## src/rtl/zilla_hazard_unit.sv

```systemverilog
// Pipeline hazard unit: load-use interlock, MDU multicycle stall with watchdog, branch-flush bubble.
// Latency: all control outputs combinational from current inputs and registered EX shadows/FSM state.
// Backpressure: stall_pipeline freezes PC, IF/ID and ID/EX; a flush or a load-use hazard turns ID/EX into a bubble.
//
// Ports:
//   hzd_clk, hzd_rst              clock, asynchronous active-high reset
//   id_rs1/id_rs2, *_used         source registers of the ID instruction and whether they are read
//   id_rd, id_mem_rd_en           destination and load flag of the ID instruction
//   id_mdu_op, mdu_done_i         multicycle div/rem issue and its completion pulse
//   flush_i                       taken branch/jump resolved in EX
//   stall_pipeline, pc_wr_en_o,
//   if_id_wr_en_o, id_ex_bubble_o pipeline control
//   mdu_timeout_o                 one-cycle watchdog abort pulse
//   stall_cnt_o                   saturating stall-cycle counter
module zilla_hazard_unit #(
   parameter int GPR_ADDR_WIDTH = 5,
   parameter int MDU_TIMEOUT    = 64
) (
   input  logic                      hzd_clk,
   input  logic                      hzd_rst,
   input  logic [GPR_ADDR_WIDTH-1:0] id_rs1,
   input  logic [GPR_ADDR_WIDTH-1:0] id_rs2,
   input  logic                      id_rs1_used,
   input  logic                      id_rs2_used,
   input  logic [GPR_ADDR_WIDTH-1:0] id_rd,
   input  logic                      id_mem_rd_en,
   input  logic                      id_mdu_op,
   input  logic                      mdu_done_i,
   input  logic                      flush_i,
   output logic                      stall_pipeline,
   output logic                      pc_wr_en_o,
   output logic                      if_id_wr_en_o,
   output logic                      id_ex_bubble_o,
   output logic                      mdu_timeout_o,
   output logic [15:0]               stall_cnt_o
);

   typedef enum logic {
      ST_IDLE     = 1'b0,
      ST_MDU_WAIT = 1'b1
   } state_t;

   localparam logic [6:0] WCNT_LAST = 7'(MDU_TIMEOUT - 1);

   state_t                    state_q, state_d;
   logic [6:0]                wcnt_q, wcnt_d;
   logic [GPR_ADDR_WIDTH-1:0] ex_rd_q, ex_rd_d;
   logic                      ex_load_q, ex_load_d;
   logic [15:0]               stall_cnt_q, stall_cnt_d;

   logic load_use;
   logic stall_s;
   logic bubble_s;
   logic timeout_s;

   // x0 is hardwired zero, so a load targeting it never creates a hazard.
   assign load_use = ex_load_q && (ex_rd_q != '0) &&
                     ((id_rs1_used && (id_rs1 == ex_rd_q)) ||
                      (id_rs2_used && (id_rs2 == ex_rd_q)));

   always_comb begin
      state_d   = state_q;
      wcnt_d    = wcnt_q;
      ex_rd_d   = ex_rd_q;
      ex_load_d = ex_load_q;
      stall_s   = 1'b0;
      bubble_s  = 1'b0;
      timeout_s = 1'b0;

      case (state_q)
         ST_IDLE: begin
            // A flush kills the dependent instruction anyway, so it overrides the interlock.
            stall_s  = load_use && !flush_i;
            bubble_s = load_use || flush_i;
            // The bubble clears ex_load, which guarantees the load-use stall lasts one cycle.
            if (bubble_s) begin
               ex_rd_d   = '0;
               ex_load_d = 1'b0;
            end else begin
               ex_rd_d   = id_rd;
               ex_load_d = id_mem_rd_en;
            end
            if (id_mdu_op && !stall_s && !flush_i) begin
               state_d = ST_MDU_WAIT;
               wcnt_d  = '0;
            end
         end
         ST_MDU_WAIT: begin
            // Flush and load-use are not evaluated here: the instruction in EX predates any branch.
            // A completing MDU on the last allowed cycle is treated as done, not aborted.
            timeout_s = !mdu_done_i && (wcnt_q == WCNT_LAST);
            stall_s   = !mdu_done_i && !timeout_s;
            if (mdu_done_i || timeout_s) begin
               state_d = ST_IDLE;
            end else begin
               wcnt_d = wcnt_q + 7'd1;
            end
         end
         default: state_d = ST_IDLE;
      endcase

      stall_cnt_d = stall_cnt_q;
      if (stall_s && (stall_cnt_q != 16'hFFFF)) begin
         stall_cnt_d = stall_cnt_q + 16'd1;
      end
   end

   always_ff @(posedge hzd_clk or posedge hzd_rst) begin
      if (hzd_rst) begin
         state_q     <= ST_IDLE;
         wcnt_q      <= '0;
         ex_rd_q     <= '0;
         ex_load_q   <= 1'b0;
         stall_cnt_q <= '0;
      end else begin
         state_q     <= state_d;
         wcnt_q      <= wcnt_d;
         ex_rd_q     <= ex_rd_d;
         ex_load_q   <= ex_load_d;
         stall_cnt_q <= stall_cnt_d;
      end
   end

   assign stall_pipeline = stall_s;
   assign pc_wr_en_o     = !stall_s;
   assign if_id_wr_en_o  = !stall_s;
   assign id_ex_bubble_o = bubble_s;
   assign mdu_timeout_o  = timeout_s;
   assign stall_cnt_o    = stall_cnt_q;

endmodule
```

## config.mk

```make
export PLATFORM = sky130hd
export DESIGN_NAME = zilla_hazard_unit
export DESIGN_NICKNAME = d
export VERILOG_FILES = /design/src/rtl/zilla_hazard_unit.sv
export SDC_FILE = /design/constraint.sdc
export NUM_CORES = 1
export LEC_CHECK = 0
export ABC_AREA = 0
export BUFFER_PORTS_ARGS = -buffer_cell sky130_fd_sc_hd__buf_4
export CORE_MARGIN = 10
export CORE_UTILIZATION = 25
export CTS_CLUSTER_DIAMETER = 120
export CTS_CLUSTER_SIZE = 30
export DETAILED_ROUTE_END_ITERATION = 8
export GPL_TIMING_DRIVEN = 0
export PLACE_DENSITY = 0.45
export SYNTH_ARGS = -nofsm -noshare
export SYNTH_HDL_FRONTEND = slang
export SYNTH_SLANG_ARGS = --single-unit
```

## constraint.sdc

```tcl
create_clock -name hzd_clk -period 2.68 [get_ports hzd_clk]
set_input_delay 0.402 -clock hzd_clk [delete_from_list [all_inputs] [get_ports hzd_clk]]
set_output_delay 0.402 -clock hzd_clk [all_outputs]
set_load 0.02 [all_outputs]
```

==> flow_summary.json, run 1 <==
{
  "fin_crit_sh_pct": 95.99,
  "grt.total_usage_pct": 8.627,
  "synth_flop_cell": "dfrtp_1",
  "async_flop_share_pct": 100.0,
  "startpoint": "ex_rd_q[3]",
  "die_h_um": 99.70,
  "antenna_left": 0,
  "start_util_pct": 26.35,
  "critPathKind": "reg2out",
  "grt_max_degree": 31,
  "portBuffers": 43,
  "clk_pin_slew_ps": 60,
  "root_buffer": "clkbuf_8",
  "syn_area_sq_um": 1588,
  "area_delta_synth_final_pct": 34.67,
  "dp.final_hpwl_um": 3139,
  "overflow": 0,
  "synth_common_cells": "30 x dfrtp_1, 22 x xor2_1, 14 x nand2_1",
  "start_kind": "flop",
  "tritoncts": "done",
  "via_per_inst": 4.690,
  "drive_gt1_share_pct": 28.71,
  "core_sq_um": 6026,
  "dieArea_sq_um": 9939,
  "first_iter_violations": 16,
  "hold_path_class": "in2async",
  "status": "finished clean",
  "drt-pass1-iter-count": 4,
  "cts.path.max_buffers": 2,
  "antenna_cells": 0,
  "worst_pin_slew_ps": 1086,
  "place_inst": 275,
  "min_period_ps": 2573,
  "yosysWarnings": 0,
  "wire_per_inst_um": 14.83,
  "fin_skew_ps": 2.855,
  "gp_congestion": 0.7504,
  "avgSynthCellArea_sq_um": 10.11,
  "synth-edff-count": 0,
  "cts_buffers": 5,
  "grt_pass1_vias": 1391,
  "p_per_area_nw_per_um2": 761.7,
  "setup_viol": 0,
  "critical_path_arrival_ps": 2170,
  "rsz0062_at_grt": "no",
  "vdd_drop_max_mv": 0.4414,
  "r2r_start": "ex_rd_q[0]",
  "slew_headroom_pct": 27.17,
  "io_pins": 44,
  "p_leak_nw": 1.050,
  "clk-insertion-delay-late_ps": 280,
  "syn_nets": 182,
  "vias": 1332,
  "drc": 0,
  "nFillCells": 662,
  "netlist-cell-type-count": 34,
  "synth-seq-cells": 30,
  "max-cap-violations": 0,
  "finalNetCount": 233,
  "setup_tns_ps": 0,
  "synth_most_common_cell": "dfrtp_1",
  "multi_input_area_sq_um": 800.8,
  "ctsHoldBuffers": 0,
  "critPathMaxFanout": 4,
  "final-max-slew-violation-count": 0,
  "seq_area_frac_synth_pct": 47.28,
  "die_width_um": 99.70,
  "antenna_found_initial": 0,
  "synth_area_leaders": "dfrtp_1 47%, xor2_1 12%, a22o_1 4.4%",
  "synth_top_area_cell": "dfrtp_1",
  "num_rows": 28,
  "synthDominantCellAreaShare_pct": 47.28,
  "grt_first_pass_wirelength_um": 6948,
  "fmax_mhz": 388.7,
  "hold_violations": 0,
  "crit_required_ps": 2280,
  "wirelength_um": 4211,
  "syn_inst": 157,
  "cts_num_sinks": 30,
  "final_cells": 284,
  "htreeDepth": 2,
  "endpoint_kind": "output port",
  "regArea_sq_um": 750.7
}
-- metrics by stage --
| stage | worst slack [ps] | area, sq um | total power, W | utilization (%) | hold slack [ps] |
|---|---|---|---|---|---|
| global placement | 157.8 | 2004 | 0.001184 | 33.26 | 501.9 |
| global route | 26.54 | 2138 | 0.001751 | 35.49 | 320.3 |
| detailed placement | 161.1 | 2004 | 0.001184 | 33.26 | 502.1 |
| floorplan | 529.9 | 1588 | 0.0009814 | - | 468.4 |
| finish | 107.4 | 2138 | 0.001629 | 35.49 | 265.1 |
| CTS | 90.42 | 2138 | 0.001658 | 35.49 | 323.8 |
-- registers in the layout (all words and copies together) (netlist names) --
| name | count |
|---|---|
| wcnt_q | 7 |
| state_q | 1 |
| stall_cnt_o | 16 |
| ex_load_q | 1 |
| ex_rd_q | 5 |
-- area by class of cell --
| cell class | count | area share [%] |
|---|---|---|
| plain buffers | 4 | 1.229 |
| clock buffers | 7 | 3.569 |
| clock inverters | 1 | 1.404 |
| inverters | 8 | 1.404 |
| multi-input cells | 115 | 37.45 |
| flip-flops and latches | 30 | 35.11 |
| well taps | 75 | 4.389 |
| repair buffers | 44 | 15.45 |
-- worst max-delay path: stages (launching register included) --
cell and delay (ps):
dfrtp_1 440, xor2_1 190, nor4_2 370, a22o_1 240
nand2_1 80, o31a_1 290, buf_4 140, buf_4 150
-- layer usage --
metal	share of wire, %	track usage [%]	up-vias
li1	-	-	658
met3	8.1	4.221	6
met4	1.3	2.977	0
met1	51	11.49	625
met2	40	11.65	43
met5	0	0	-
-- cell families (layout without fill, tap and decap cells) --
| group | Yosys count | in the layout | share of synthesized area, % |
|---|---|---|---|
| flip-flops | 30 | 30 | 47.28 |
| AO/OA/AOI/OAI | 22 | 22 | 11.51 |
| multiplexers | 2 | 2 | 1.340 |
| XOR/XNOR | 26 | 26 | 14.34 |
| AND/OR/NAND/NOR | 63 | 63 | 20.41 |
| adder cells (fa/ha/maj) | 2 | 2 | 1.576 |
| buffers and inverters | 12 | 64 | 3.546 |
-- worst paths after layout --
path	to	slack, ps	cells past startpoint
min in group hzd_clk	ex_rd_q[0]	330	2
max in group asynchronous	ex_rd_q[3]	1930	2
min	wcnt_q[5]	270	2
max reg2reg	stall_cnt_o[1]	370	6
min reg2reg	wcnt_q[1]	510	2
max	pc_wr_en_o	110	7
-- power breakdown --
part | internal [W] | total, W | switching [W]
registers | 0.000547 | 0.000673 | 0.000127
logic | 0.000226 | 0.000509 | 0.000283
clock network | 0.000278 | 0.000446 | 0.000168
total | 0.00105 | 0.00163 | 0.000578
-- cell usage in the layout, fill, tap and decap left out, types with 2 or more instances in the layout --
cell type / n
buf_4: 45
dfrtp_1: 30
xor2_1: 22
nand2_1: 14
nor2_1: 12
a22o_1: 8
nand3_1: 8
nor4_1: 8
inv_1: 7
nand4_1: 6
nor3_1: 5
clkbuf_8: 5
clkbuf_1: 4
xnor2_1: 4
o21ai_0: 4
o21a_1: 2
nor4_2: 2
and2_0: 2
ha_1: 2
-- timing repair --
item	4_1_cts	5_1_grt
setup endpoints to repair	2	0
buffers inserted	1	0
resized for setup	3	0
endpoints found under the hold margin	0	0
Power figures use the tool's default switching activity.
==> run 2: changes to the inputs <==
--- a/config.mk
+++ b/config.mk
@@ -5,15 +5,17 @@
 export SDC_FILE = /design/constraint.sdc
 export NUM_CORES = 1
 export LEC_CHECK = 0
-export ABC_AREA = 0
+export ABC_AREA = 1
 export BUFFER_PORTS_ARGS = -buffer_cell sky130_fd_sc_hd__buf_4
+export CELL_PAD_IN_SITES_DETAIL_PLACEMENT = 0
+export CELL_PAD_IN_SITES_GLOBAL_PLACEMENT = 1
 export CORE_MARGIN = 10
 export CORE_UTILIZATION = 25
 export CTS_CLUSTER_DIAMETER = 120
 export CTS_CLUSTER_SIZE = 30
 export DETAILED_ROUTE_END_ITERATION = 8
 export GPL_TIMING_DRIVEN = 0
-export PLACE_DENSITY = 0.45
+export PLACE_DENSITY = 0.56
 export SYNTH_ARGS = -nofsm -noshare
 export SYNTH_HDL_FRONTEND = slang
 export SYNTH_SLANG_ARGS = --single-unit
==> flow_summary.json, run 2 <==
{
  "portBuffers": 43,
  "drt-pass1-iter-count": 4,
  "via_per_inst": 4.257,
  "syn_area_sq_um": 1962,
  "final_common_cell": "nand2_1",
  "slew_headroom_pct": 56.50,
  "final_cell_mix": "93 x nand2_1, 46 x buf_4, 32 x nand3_1",
  "final-max-slew-violation-count": 0,
  "syn_nets": 290,
  "dieArea_sq_um": 11790,
  "first_iter_violations": 85,
  "fin_crit_sh_pct": 92.69,
  "place_ws_ps": 369.2,
  "synth_top_area_cell": "dfrtp_1",
  "vias": 1788,
  "setup_tns_ps": 0,
  "synthDominantCellAreaShare_pct": 38.27,
  "netlist-cell-type-count": 28,
  "p_per_area_nw_per_um2": 533.5,
  "drive_gt1_share_pct": 27.04,
  "final_util_pct": 33.20,
  "synth-edff-count": 0,
  "hold_path_class": "in2async",
  "critPathKind": "reg2out",
  "final_cells": 420,
  "setup_viol": 0,
  "worst_pin_slew_ps": 648.5,
  "fmax_mhz": 402.6,
  "crit_required_ps": 2280,
  "grt.total_usage_pct": 9.460,
  "synth_most_common_cell": "nand2_1",
  "wire_per_inst_um": 12.80,
  "cts.path.max_buffers": 2,
  "place_inst": 410,
  "p_leak_nw": 1.335,
  "avgSynthCellArea_sq_um": 7.403,
  "hold_ws_ps": 125.6,
  "overflow": 0,
  "synth_flop_cell": "dfrtp_1",
  "core_sq_um": 7687,
  "async_flop_share_pct": 100.0,
  "io_pins": 44,
  "critPathMaxFanout": 19,
  "clk-insertion-delay-late_ps": 290,
  "cts_buffers": 5,
  "num_rows": 32,
  "antenna_cells": 0,
  "tritoncts": "done",
  "endpoint_kind": "output port",
  "die_h_um": 108.6,
  "start_util_pct": 25.52,
  "clk_pin_slew_ps": 80,
  "root_buffer": "clkbuf_8",
  "vdd_drop_max_mv": 0.2923,
  "min_period_ps": 2484,
  "cts_num_sinks": 30,
  "drc": 0,
  "hold_violations": 0,
  "seq_area_frac_synth_pct": 38.27,
  "synth_common_cells": "93 x nand2_1, 32 x nand3_1, 30 x dfrtp_1",
  "rsz0062_at_grt": "no",
  "wirelength_um": 5377,
  "ctsHoldBuffers": 0,
  "grt_pass1_vias": 1801,
  "start_kind": "flop",
  "max-cap-violations": 0,
  "grt_first_pass_wirelength_um": 8990,
  "grt_max_degree": 31,
  "htreeDepth": 2,
  "die_width_um": 108.6,
  "fin_skew_ps": 9.451,
  "yosysWarnings": 0,
  "finalNetCount": 342,
  "area_delta_synth_final_pct": 30.10,
  "gp_congestion": 0.7572,
  "synth-seq-cells": 30,
  "synth_area_leaders": "dfrtp_1 38%, nand2_1 18%, nand3_1 8.2%",
  "largest_reg_flops": 16,
  "syn_inst": 265,
  "status": "finished clean",
  "antenna_found_initial": 0,
  "dp.final_hpwl_um": 4046,
  "antenna_left": 0,
  "fin_ws_ps": 196.0,
  "critical_path_arrival_ps": 2080
}
-- run 2: changes by cell type after synthesis, sizes merged, moves of 3 or more --
cell	previous run	this run
nand2	14	98
nand3	8	43
inv	8	29
xor2	22	8
nor2	13	25
nor4	10	0
a22o	8	0
and2	3	0
buf	2	5
-- run 2: cell families (layout without fill, tap and decap cells) --
family	Yosys count	in the layout	share of synthesized area, %
simple gates	177	177	44.32
buf+inv	35	88	8.099
flops	30	30	38.27
xor+xnor	14	14	6.250
compound gates	7	7	1.785
fa+ha+maj	2	2	1.275
-- run 2: timing repair --
action                                 4_1_cts  5_1_grt
resized for setup                            0        0
endpoints found under the hold margin        0        0
buffers inserted                             0        2
setup endpoints to repair                    0        1
-- run 2: critical path, cell delays in order (launching register included) --
cell	delay, ps
dfrtp_1	420
ha_1	240
nand2_2	100
nor2_4	40
nand2_1	60
nor2_2	40
nand2_2	90
nand3_4	130
nand2_4	110
buf_6	210
inv_1	80
buf_4	130
buf_4	140
-- run 2: power breakdown --
group	internal (W)	total [W]	leakage (nW)	switching (W)
registers	0.000502	0.000567	0.406	0.0000655
clock network	0.000274	0.000460	0.0579	0.000187
logic	0.000144	0.000334	0.871	0.000190
total	0.000919	0.00136	1.33	0.000442
-- run 2: path summary, 6_finish.rpt --
| kind | endpoint | cells after the start | slack [ps] | startpoint |
|---|---|---|---|---|
| worst max register to register | stall_cnt_o[8] | 7 | 870 | stall_cnt_o[0] |
| worst max-delay path | pc_wr_en_o | 12 | 200 | wcnt_q[0] |
| max in group asynchronous | stall_cnt_o[13] | 3 | 2100 | hzd_rst |
| worst min register to register | ex_load_q | 2 | 510 | ex_load_q |
| min in group hzd_clk | ex_rd_q[1] | 3 | 350 | id_rd[1] |
| worst min-delay path | wcnt_q[1] | 2 | 130 | hzd_rst |
-- run 2: per-stage QoR --
| step | cell area (sq um) | power, W |
|---|---|---|
| after detailed placement | 2412 | 0.0009142 |
| final | 2552 | 0.001362 |
| after global placement | 2412 | 0.0009124 |
| after CTS | 2521 | 0.001385 |
| after global routing | 2552 | 0.001457 |
| after floorplan | 1962 | 0.0007757 |
-- run 2: final cells by class --
class | count | area (sq um)
Tap cell | 102 | 127.6
Multi-Input combinational cell | 200 | 1052
Buffer | 5 | 38.79
Fill cell | 855 | 5135
Timing Repair Buffer | 46 | 365.4
Sequential cell | 30 | 750.7
Clock buffer | 5 | 68.82
Inverter | 29 | 108.9
Clock inverter | 3 | 40.04
-- run 2: per-layer routing --
metal | routed length, um | vias to the layer above | GRT usage, %
met2 | 2423 | 43 | 14.78
met3 | 383 | 6 | 3.688
li1 | - | 936 | -
met4 | 72 | 0 | 3.107
met1 | 2499 | 803 | 11.67
met5 | 0 | - | 0
